<file path="config.mk">
export PLATFORM = sky130hd
export DESIGN_NAME = cdb_scheduler
export DESIGN_NICKNAME = d
export VERILOG_FILES = /design/src/rtl/cdb_scheduler.sv
export SDC_FILE = /design/constraint.sdc
export NUM_CORES = 1
export LEC_CHECK = 0
export ABC_AREA = 1
export CAP_MARGIN = 25
export CORE_MARGIN = 1.5
export CORE_UTILIZATION = 50
export CTS_BUF_LIST = sky130_fd_sc_hd__clkbuf_4
export CTS_CLUSTER_DIAMETER = 40
export CTS_CLUSTER_SIZE = 25
export DETAILED_ROUTE_END_ITERATION = 8
export GPL_TIMING_DRIVEN = 0
export PLACE_DENSITY = 0.75
export SETUP_SLACK_MARGIN = 0.3
export SYNTH_ARGS = -nofsm -noshare
export SYNTH_HDL_FRONTEND = slang
export SYNTH_SLANG_ARGS = --single-unit
</file>
<file path="constraint.sdc">
create_clock -name i_clk -period 3.5 [get_ports i_clk]
set_input_delay 1.05 -clock i_clk [delete_from_list [all_inputs] [get_ports i_clk]]
set_output_delay 1.05 -clock i_clk [all_outputs]
set_load 0.02 [all_outputs]
</file>
<file path="src/rtl/cdb_scheduler.sv">
// cdb_scheduler: round-robin arbiter sharing two common data buses (CDB0, CDB1)
// between NUM_REQ result producers. Grants are registered one-cycle pulses.
//
// Ports:
//   i_clk, i_rst      clock, synchronous active-high reset
//   i_req             per-producer request (holds a result)
//   i_bus_en          per-bus enable for this cycle's arbitration
//   i_flush           cancels this cycle's arbitration
//   o_grant           one-cycle grant pulse per requester
//   o_bus_sel         per granted requester: 0 = CDB0, 1 = CDB1
//   o_bus_valid       per bus: carries a result this cycle
//   o_bus0_owner      index of CDB0 winner (0 when idle)
//   o_bus1_owner      index of CDB1 winner (0 when idle)
//   o_util_count      saturating count of bus-cycles used
module cdb_scheduler #(
    parameter int unsigned NUM_REQ = 8,
    parameter int unsigned IDX_W   = $clog2(NUM_REQ)
) (
    input  logic               i_clk,
    input  logic               i_rst,
    input  logic [NUM_REQ-1:0] i_req,
    input  logic [1:0]         i_bus_en,
    input  logic               i_flush,
    output logic [NUM_REQ-1:0] o_grant,
    output logic [NUM_REQ-1:0] o_bus_sel,
    output logic [1:0]         o_bus_valid,
    output logic [IDX_W-1:0]   o_bus0_owner,
    output logic [IDX_W-1:0]   o_bus1_owner,
    output logic [15:0]        o_util_count
);

    logic [NUM_REQ-1:0] r_grant, r_bus_sel;
    logic [1:0]         r_bus_valid;
    logic [IDX_W-1:0]   r_bus0_owner, r_bus1_owner, r_ptr;
    logic [15:0]        r_util;

    logic [NUM_REQ-1:0] w_elig;
    logic               w_first_vld, w_second_vld;
    logic [IDX_W-1:0]   w_first_idx, w_second_idx;

    logic [NUM_REQ-1:0] w_grant_d, w_sel_d;
    logic [1:0]         w_valid_d;
    logic [IDX_W-1:0]   w_own0_d, w_own1_d, w_ptr_d;
    logic [16:0]        w_util_sum;
    logic [15:0]        w_util_d;

    // Increment modulo NUM_REQ (NUM_REQ need not be a power of two).
    function automatic logic [IDX_W-1:0] f_wrap_inc(input logic [IDX_W-1:0] idx);
        if (idx == IDX_W'(NUM_REQ - 1)) begin
            return '0;
        end
        return idx + IDX_W'(1);
    endfunction

    // Circular scan from r_ptr for the first two eligible requesters.
    // Requesters granted this cycle are masked so a stale request cannot win twice.
    always_comb begin
        int unsigned      pos;
        logic [IDX_W-1:0] v_pos;
        w_elig       = i_req & ~r_grant;
        w_first_vld  = 1'b0;
        w_second_vld = 1'b0;
        w_first_idx  = '0;
        w_second_idx = '0;
        for (int unsigned k = 0; k < NUM_REQ; k++) begin
            pos = int'(r_ptr) + k;
            if (pos >= NUM_REQ) begin
                pos = pos - NUM_REQ;
            end
            v_pos = IDX_W'(pos);
            if (w_elig[v_pos]) begin
                if (!w_first_vld) begin
                    w_first_vld = 1'b1;
                    w_first_idx = v_pos;
                end else if (!w_second_vld) begin
                    w_second_vld = 1'b1;
                    w_second_idx = v_pos;
                end
            end
        end
    end

    // Bus assignment: first winner takes the lowest enabled bus, second the other.
    always_comb begin
        w_grant_d = '0;
        w_sel_d   = '0;
        w_valid_d = '0;
        w_own0_d  = '0;
        w_own1_d  = '0;
        w_ptr_d   = r_ptr;
        if (!i_flush && w_first_vld) begin
            unique case (i_bus_en)
                2'b11: begin
                    w_grant_d[w_first_idx] = 1'b1;
                    w_valid_d[0]           = 1'b1;
                    w_own0_d               = w_first_idx;
                    w_ptr_d                = f_wrap_inc(w_first_idx);
                    if (w_second_vld) begin
                        w_grant_d[w_second_idx] = 1'b1;
                        w_sel_d[w_second_idx]   = 1'b1;
                        w_valid_d[1]            = 1'b1;
                        w_own1_d                = w_second_idx;
                        w_ptr_d                 = f_wrap_inc(w_second_idx);
                    end
                end
                2'b01: begin
                    w_grant_d[w_first_idx] = 1'b1;
                    w_valid_d[0]           = 1'b1;
                    w_own0_d               = w_first_idx;
                    w_ptr_d                = f_wrap_inc(w_first_idx);
                end
                2'b10: begin
                    w_grant_d[w_first_idx] = 1'b1;
                    w_sel_d[w_first_idx]   = 1'b1;
                    w_valid_d[1]           = 1'b1;
                    w_own1_d               = w_first_idx;
                    w_ptr_d                = f_wrap_inc(w_first_idx);
                end
                default: begin
                end
            endcase
        end
    end

    // Utilisation accumulates the buses driven in the current cycle, saturating.
    always_comb begin
        w_util_sum = {1'b0, r_util} + 17'(r_bus_valid[0]) + 17'(r_bus_valid[1]);
        w_util_d   = w_util_sum[16] ? 16'hFFFF : w_util_sum[15:0];
    end

    always_ff @(posedge i_clk) begin
        if (i_rst) begin
            r_grant      <= '0;
            r_bus_sel    <= '0;
            r_bus_valid  <= '0;
            r_bus0_owner <= '0;
            r_bus1_owner <= '0;
            r_ptr        <= '0;
            r_util       <= '0;
        end else begin
            r_grant      <= w_grant_d;
            r_bus_sel    <= w_sel_d;
            r_bus_valid  <= w_valid_d;
            r_bus0_owner <= w_own0_d;
            r_bus1_owner <= w_own1_d;
            r_ptr        <= w_ptr_d;
            r_util       <= w_util_d;
        end
    end

    assign o_grant      = r_grant;
    assign o_bus_sel    = r_bus_sel;
    assign o_bus_valid  = r_bus_valid;
    assign o_bus0_owner = r_bus0_owner;
    assign o_bus1_owner = r_bus1_owner;
    assign o_util_count = r_util;

`ifndef SYNTHESIS
    always @(posedge i_clk) begin
        if (!i_rst) begin
            assert ($countones(r_grant) <= 2)
                else $error("more than two grants");
            assert ($countones(r_grant) == $countones(r_bus_valid))
                else $error("grant count differs from bus count");
            if (r_bus_valid == 2'b11) begin
                assert (r_bus0_owner != r_bus1_owner)
                    else $error("both buses have the same owner");
            end
            if (r_bus_valid[0]) begin
                assert (r_grant[r_bus0_owner]) else $error("bus0 owner not granted");
            end
            if (r_bus_valid[1]) begin
                assert (r_grant[r_bus1_owner]) else $error("bus1 owner not granted");
            end
        end
    end
`endif

endmodule

</file>
* Word-level counts from Yosys, hierarchy flattened
Cells that the tools add are included.
Widths: inputs -> output; s select.
** Cells by class
- $add $sub $neg :: 19
- Order comparisons :: 20
- Eq/ne operators :: 5
- Mux-type cells :: 114
- Bitwise gates (word level) :: 5
- Reductions and logical operators :: 10
** Operators by type and width (count)
- $mux 3 :: 51
- $mux 1 :: 45
- $lt 3x4->1 const B :: 10
- $pmux 8 s2 :: 2
- $ge 4x4->1 const B :: 7
- $bmux 1 s3 :: 8
- $sub 3x1->3 const B :: 8
- $add 16x1->17 :: 1
- $add 17x1->17 :: 1
- $add 3x3->4 const B :: 4
- $mux 16 :: 1
- $mux 8 :: 2
- $pmux 3 s3 :: 1
- $add 3x2->4 const B :: 2
- $and 8x8->8 :: 1
- $not 8->8 :: 1
- $or 8x8->8 :: 1
- $add 3x1->3 const B :: 2
- $demux 1 s3 :: 2
- $eq 3x3->1 const B :: 2
- $ge 3x1->1 const B :: 2
- $pmux 3 s2 :: 1
- $reduce_or 2->1 :: 3
- $add 3x1->4 const B :: 1
- 10 further kinds :: 14
** Word-level totals
- Register bits :: 43
- Bits of input ports :: 13
- Output and inout bits :: 40
- Logic and storage cells :: 180

* Depth between registers and ports, before layout
Gate-level depths: netlist of run 1.
- Depth after elaboration :: 33
- Mapped depth :: 26
- Gate-level depth less buffers :: 24

* Worst setup path after synthesis of run 1
No wires, ideal clock.
- Path type :: input to register
- Start :: in i_req[5]
- End :: reg r_ptr[2]
- Library setup time :: 0.119 ns
- Arrival :: 3.067 ns
- Data required time :: 3.381 ns
- Path slack :: 0.313 ns
- Stages :: 19
- Buffers on the path :: 0
- Cells stage by stage :: nand3_1 -> nand3_1 -> nand3_1 -> nand2_2 -> ha_1 -> nand2_1 -> nand2_1 -> o21ai_0 -> nand2_1 -> nand2_1 -> nand2_1 -> nand2_1 -> nand2_1 -> nand2_4 -> inv_2 -> ha_1 -> ha_1 -> a21oi_1 -> a21oi_1
** On the way
- Elaborated cells on any way between the ends :: 97
- Those cells by class :: 2 x add/sub; 2 x eq/ne; 90 x mux; 1 x bitwise; 2 x reduce/logical
** RTL lines
- from (decl) :: line 21 : input logic [NUM_REQ-1:0] i_req,
- $and 8x8->8 * :: line 60 : w_elig = i_req & ~r_grant;
- $bmux 1 s3 :: line 71 : if (w_elig[v_pos]) begin
- $mux 1 (not written as such) :: line 71
- $mux 3 / $mux 1 (equally long branches) :: line 71
- $mux 3 :: line 72 : if (!w_first_vld) begin
- $mux 3 :: line 71
- $mux 3 :: line 72
- $mux 3 :: line 71
- [10 not listed]
- via w_first_idx[0] :: line 39 : logic [IDX_W-1:0] w_first_idx, w_second_idx;
- $eq 3x3->1 :: line 49 : if (idx == IDX_W'(NUM_REQ - 1)) begin
- $mux 1 :: line 49
- $mux 1 :: line 92 : unique case (i_bus_en)
- $mux 1 :: line 91 : if (!i_flush && w_first_vld) begin
- $mux 3 :: line 52 : return idx + IDX_W'(1);
- $mux 3 :: line 98 : if (w_second_vld) begin
- $pmux 3 s3 * :: line 92
- to (signal assigned) :: line 146 : r_ptr <= w_ptr_d;
- to (decl) :: line 34 : logic [IDX_W-1:0] r_bus0_owner, r_bus1_owner, r_ptr;
Mark *: on every way through the listed nets, which the timed path passes. The rest lies on a longest branch. The select of a mux whose other input is x is not followed.
A chain may end at the register's enable or synchronous reset.

* Worst setup path after layout of run 1
- Start :: in i_req[2]
- End :: reg r_ptr[2]
Same word-level chain as after synthesis.

==> summary.md, run 1 <==
| Metric | Value |
|---|---|
| Most common cell on crit path | `nand3_2` |
| Hold Fails Final Rpt | `0` |
| Fraction of layout cells with a size suffix above 1 | `0.2850` |
| Syn_nets | `between 500 and 600` |
| RSZ-0062 raised after global routing | `yes` |
| Worst setup SP type | `input pin` |
| GR Overflow Total | `0` |
| Final hold slack | `around 540 ps` |
| Register bit total from synthesis | `43` |
| Syn Inst Count | `507` |
| Largest net degree at the start of global routing | `14` |
| DP Cell Count | `636` |
| CTS HTree Levels | `2` |
| Num ports | `53` |
| CTS Buf Count | `5` |
| Sink Count | `43` |
| CTS tree | `built` |
| Critical path peak fanout | `6` |
| Yosys warns | `0` |
| Slew headroom | `0.5805` |
| Max incr delay on CP | `280 ps` |
| Area contributors post-synth | `dfxtp_1 (26%), nand2_1 (11%), nand3_1 (8.4%)` |
| Die X | `between 80 and 90 um` |
| Core area | `around 6400 um^2` |
| R2R depth | `21` |
| Setup slack after placement | `-534.2 ps` |
| Async set-or-reset flop fraction in the synthesized netlist | `0` |
| CP Capture Type | `register` |
| Largest family of logic cells by synthesized area | `simple AND/OR/NAND/NOR gates` |
| DRC violations left | `0` |
| Final net count | `just over 600` |
| Hold EP | `o_util_count[6]$_SDFF_PP0_` |
| # setup viols final | `0` |
| Slew at the pin with the worst max-slew slack | `around 630 ps` |
| GPL Wtd Cong | `about 0.95` |
| Minimum clock period | `~3100 ps` |
| Non-filler cells, final | `670` |
| Port buffer count | `52` |
| Worst reg2reg endpoint | `r_ptr[1]$_SDFFE_PP0P_` |
| Worst EP required | `about 3800 ps` |
| CP max stage cell | `ha_1` |
| Ys flop type | `dfxtp_1` |
| Rows | `29` |
| Gr usage total | `0.2548` |
| Hold WC Path Type | `register to register` |
| Netlist Area Pre-Place | `3342 um^2` |
| Syn avg cell area | `~6.6 um^2` |
| Worst-Skew Late Latency | `about 360 ps` |
| FF-to-FF Start | `r_ptr[0]$_SDFFE_PP0P_` |
| Final wirelength | `~9900 um` |
| Fmax | `between 300 and 400 MHz` |
| DRT iter0 DRCs | `270` |
| Synth top area share | `0.2576` |
| HPWL Detailed | `around 7000 um` |
| Initial antenna violation count | `0` |
| Final Cycle Share | `0.9000` |
| Via-per-instance ratio | `roughly 5.4` |
| DR pass1 iterations | `5` |
| Largest area contributor in the synthesized netlist | `dfxtp_1` |
| Worst path cell trace | `clkdlybuf4s15_1 > nand3_2 > nand3_2 > nand3_2 > nand2_4 > buf_6 > nor2_4 > nand4_4 > nor2_4 > nand2_2 > nand2_1 > nand3_2 > nand2_4 > inv_4 > ha_2 > ha_1 > a21oi_2 > a21oi_1` |
| Routed WL per cell | `approximately 15 um` |
| Post-route ant nets | `0` |
| Mux cell area share after synthesis | `0` |
| Post-route setup slack | `350.0 ps` |
| Max Slew Vio Count | `0` |
| Die Y | `84.76 um` |
| EDFF count, synth | `0` |
| Synth cell types | `45` |
| Max-cap violations | `0` |
| Vias | `roughly 3600` |
| Register area share after synthesis | `0.2576` |
| Hold-fix buffers, CTS | `0` |
| Hold path start | `o_util_count[6]$_SDFF_PP0_` |
| CP arrival | `~3400 ps` |
| Clk_skew | `~13 ps` |
| Post-synthesis compound-gate area fraction | `0.1075` |
| Simple-gate area share of the yosys netlist | `0.4335` |
| Number of global-route vias before repair | `about 3300` |
| Clock Tree Root | `clkbuf_4` |
| Clock buffer depth | `2` |
| Die Area | `between 7000 and 8000 um^2` |
| Hold Path Stages | `2` |
| Synth-to-layout area growth | `36.80%` |
| R2R setup slack | `about 350 ps` |
| Adder-Cell Fraction of Synth Area | `0.05092` |
| Kind of critical path | `input pin to register` |
| N_diodes | `0` |
| Starting density of the core | `0.5233` |
| Clock transition at the registers of the reported paths | `140 ps` |
| Xor/xnor cell area share of the yosys netlist | `0.04231` |
| Sum of negative setup slack | `0 ps` |
| First-pass GRT wire length | `between 10000 and 15000 um` |
| Status | `finished, final reports clean` |
registers in the layout (all words and copies together) (netlist names):
register	flops
o_bus0_owner	3
o_bus1_owner	3
o_grant	8
o_bus_valid	2
o_bus_sel	8
r_ptr	3
o_util_count	16
worst max path at each step:
stage / endpoint / cells after the start / from
floorplan: r_ptr[2]$_SDFFE_PP0P_ / 19 / i_req[5]
global placement: r_ptr[2]$_SDFFE_PP0P_ / 20 / i_req[0]
detailed placement: r_ptr[2]$_SDFFE_PP0P_ / 20 / i_req[0]
CTS: r_ptr[2]$_SDFFE_PP0P_ / 18 / i_req[0]
global route: r_ptr[1]$_SDFFE_PP0P_ / 24 / r_ptr[0]$_SDFFE_PP0P_
finish: r_ptr[2]$_SDFFE_PP0P_ / 18 / i_req[2]
cell usage after synthesis, drive strengths merged, types with 2 or more instances:
cell    instances
nand3          68
ha             12
buf             5
o21ai          24
clkbuf          3
o21bai          2
xor2            8
nand4           9
nor3            8
a21oi          27
dfxtp          43
nand2         123
nor2           80
a31oi           2
xnor2           3
inv            81
metrics by stage:
step / util / area (um^2)
floorplan: - / 3342
finish: 0.7159 / 4572
detailed placement: 0.6199 / 3959
CTS: 0.6638 / 4239
global placement: 0.6199 / 3959
global route: 0.7159 / 4572
cell usage in the layout, fill, tap and decap left out, drive strengths merged, types with 2 or more instances in the layout:
cell type      count
a21oi             27
nor3               8
clkdlybuf4s15      3
clkinv             3
nand2            123
xor2               8
xnor2              3
buf               31
nor2              80
nand4              9
dfxtp             43
clkbuf            14
inv               80
ha                12
a31oi              2
nand3             68
o21ai             24
clkdlybuf4s50     44
o21bai             2
logic make-up (layout without fill, tap and decap cells):
group                      count (synthesis)  in the layout
AOI/OAI and AO/OA                         60             60
and+or+nand+nor                          290            290
DFF                                       43             43
buffers and inverters                     90            176
adders and majority gates                 13             13
xor gates and xnor gates                  11             11
critical path: cells and delay by family:
family          cells  cell delay, ps
compound gates      2             190
buf+inv             3             410
simple gates       11            1280
fa+ha+maj           2             450
per-layer routing:
| layer | part of all wire | global-route usage | up-vias |
|---|---|---|---|
| li1 | - | - | 1787 |
| met1 | 0.40 | 0.3130 | 1681 |
| met2 | 0.50 | 0.4394 | 149 |
| met3 | 0.070 | 0.03835 | 29 |
| met4 | 0.029 | 0.1144 | 0 |
| met5 | 0 | 0 | - |
layout make-up:
cell class / count / area (um^2)
clock buffers: 6 / 45.04
fillers: 487 / 1814
plain buffers: 8 / 68.82
flip-flops and latches: 43 / 865.8
repair buffers: 78 / 698.2
clock inverters: 2 / 12.51
inverters: 82 / 332.8
multi-input cells: 374 / 2452
well taps: 77 / 96.34
timing repair:
item                       in CTS  in global routing
setup endpoints to repair      23                 19
buffers inserted                8                 18
resized for setup              47                 66
pin swaps                       9                 41
Power of run 1 is left out: the tool's default activity adds up to more than one toggle a clock period on the data nets, which glitch-free logic cannot reach.
==> run 2: changes to the inputs <==
REMOVE_ABC_BUFFERS = 1   (was not set)
==> run 2 against run 1 <==
Compared with the run above:
- core utilization decreased by 2.0 points
- flip-flop and latch count unchanged
- final cell count decreased by 0.90%
- die area unchanged
- register-to-register slack improved by 50 ps
- critical path type unchanged
- critical endpoint unchanged
==> summary.md, run 2 (synthesized netlist as in run 1, its figures left out) <==
| Metric | Value |
|---|---|
| Placed cell areas | `3905 um^2 (-1.4%)` |
| Port buffer count | `52 (unchanged)` |
| CP Capture Type | `register` |
| DRT iter0 DRCs | `298 (+10%)` |
| # setup viols final | `0 (unchanged)` |
| Final wirelength | `9505 um (-4.4%)` |
| Initial antenna violation count | `0 (unchanged)` |
| GPL Wtd Cong | `0.9257 (-2.5%)` |
| Fill cells | `519 (+6.6%)` |
| First-pass GRT wire length | `14850 um (+0.42%)` |
| Clock Tree Root | `clkbuf_4` |
| Clk_skew | `10.03 ps (-3.095 ps)` |
| Fmax | `318.8 MHz (+0.43%)` |
| Final hold slack | `532.3 ps (-3.447 ps)` |
| Critical path peak fanout | `4 (-2)` |
| Hold-fix buffers, CTS | `0 (unchanged)` |
| Num ports | `53 (unchanged)` |
| Vias | `3664 (+0.49%)` |
| Kind of critical path | `input pin to register` |
| CTS tree | `built` |
| Starting density of the core | `0.5233 (unchanged)` |
| N_diodes | `0 (unchanged)` |
| Synth-to-layout area growth | `33.02%` |
| Die X | `84.76 um (unchanged)` |
| Post-route ant nets | `0 (unchanged)` |
| DRC violations left | `0 (unchanged)` |
| GR Overflow Total | `0 (unchanged)` |
| Sink Count | `43 (unchanged)` |
| Hold WC Path Type | `register to register` |
| Fin area | `4446 um^2 (-2.8%)` |
| Hold Fails Final Rpt | `0 (unchanged)` |
| Slew at the pin with the worst max-slew slack | `717.9 ps (+92.88 ps)` |
| Final Cycle Share | `0.8961 (-0.003847)` |
| Clock buffer depth | `2 (unchanged)` |
| Via-per-instance ratio | `5.518 (+1.4%)` |
| DR pass1 iterations | `5 (unchanged)` |
| Post-route setup slack | `363.5 ps (+13.46 ps)` |
| Fraction of layout cells with a size suffix above 1 | `0.2675 (-0.01753)` |
| Commonest non-fill, non-tap cell in the layout | `nand2_1` |
| HPWL Detailed | `6745 um (-3.2%)` |
| Status | `finished, final reports clean` |
| Die Y | `84.76 um (unchanged)` |
| Max Slew Vio Count | `0 (unchanged)` |
| Largest net degree at the start of global routing | `14 (unchanged)` |
| Worst-Skew Late Latency | `360 ps (about the same)` |
| Most frequent cells in the layout | `nand2_1 (90), inv_1 (67), nor2_1 (67)` |
| Routed WL per cell | `14.31 um (-3.6%)` |
| Max reg flops | `16 (unchanged)` |
| CTS HTree Levels | `2 (unchanged)` |
| Gr usage total | `0.2532 (-0.001640)` |
| Core area | `6386 um^2 (unchanged)` |
| Number of global-route vias before repair | `3284 (-1.8%)` |
| CTS Buf Count | `5 (unchanged)` |
| Rows | `29 (unchanged)` |
| Worst EP required | `3760 ps (about the same)` |
| RSZ-0062 raised after global routing | `no` |
| Worst setup SP type | `input pin` |
| Max-cap violations | `0 (unchanged)` |
| Minimum clock period | `3137 ps (-13.46 ps)` |
| R2R setup slack | `400 ps (+50 ps)` |
| Clock transition at the registers of the reported paths | `120 ps (-20 ps)` |
| CP arrival | `3390 ps (-20 ps)` |
| Setup slack after placement | `-808.0 ps (-273.8 ps)` |
| Slew headroom | `0.5207 (-0.05978)` |
| Final net count | `612 (-0.97%)` |
| Die Area | `7183 um^2 (unchanged)` |
-- run 2: worst paths after layout --
check / start / end / cells past startpoint
worst max-delay path: i_req[2] / r_ptr[2]$_SDFFE_PP0P_ / 19
worst min-delay path: o_util_count[6]$_SDFF_PP0_ / o_util_count[6]$_SDFF_PP0_ / 2
worst min register to register: o_util_count[6]$_SDFF_PP0_ / o_util_count[6]$_SDFF_PP0_ / 2
worst max register to register: r_ptr[0]$_SDFFE_PP0P_ / r_ptr[2]$_SDFFE_PP0P_ / 20
-- run 2: routing by layer --
| metal | vias to the layer above | part of all wire | GRT usage |
|---|---|---|---|
| li1 | 1778 | - | - |
| met1 | 1693 | 0.44 | 0.3472 |
| met2 | 171 | 0.46 | 0.4149 |
| met3 | 22 | 0.080 | 0.04720 |
| met4 | 0 | 0.018 | 0.05572 |
| met5 | - | 0 | 0 |
-- run 2: layout make-up --
type                       instances  area, um^2  share of cell area
clock buffer                       7       52.55             0.01182
clock inverter                     1       5.005            0.001126
inverter                          82       320.3             0.07205
multi-input combinational        374        2385              0.5364
sequential                        43       868.3              0.1953
tap                               77       96.34             0.02167
timing repair buffer              80       718.2              0.1616
-- run 2: metrics by stage --
step | utilization | std cells | TNS [ps]
after CTS | 0.6550 | 650 | 0
after floorplan | - | 499 | 0
after global routing | 0.6961 | 664 | 0
after global placement | 0.6115 | 628 | -11250
after detailed placement | 0.6115 | 628 | -12260
final | 0.6961 | 664 | 0
-- run 2: timing repair --
item | CTS | global route
pin swaps | 17 | 25
resized for setup | 41 | 44
setup endpoints to repair | 27 | 19
buffers inserted | 14 | 14
-- run 2: critical path, stage by stage --
cell and delay [ps]:
dlygate4sd2_1 260, nand3_2 90, nand3_2 80, nand3_2 120, nand2_4 60, buf_6 130, nor2_4 140, nand4_4 140
nor2_4 170, nand2_2 90, nand2_1 70, inv_1 30, nand2_1 90, nand2_1 70, o21ai_2 130, ha_2 250
ha_4 200, a21oi_2 110, a21oi_1 80
Power of run 2 is left out for the same reason.
==> run 3: changes to the inputs <==
GPL_ROUTABILITY_DRIVEN = 0   (was not set)
REMOVE_ABC_BUFFERS = not set   (was 1)
SLEW_MARGIN = 25   (was not set)
==> results of run 3 <==
No change in the layout: final DEF, timing and power equal those of run 1.
Power of run 3 is left out for the same reason.
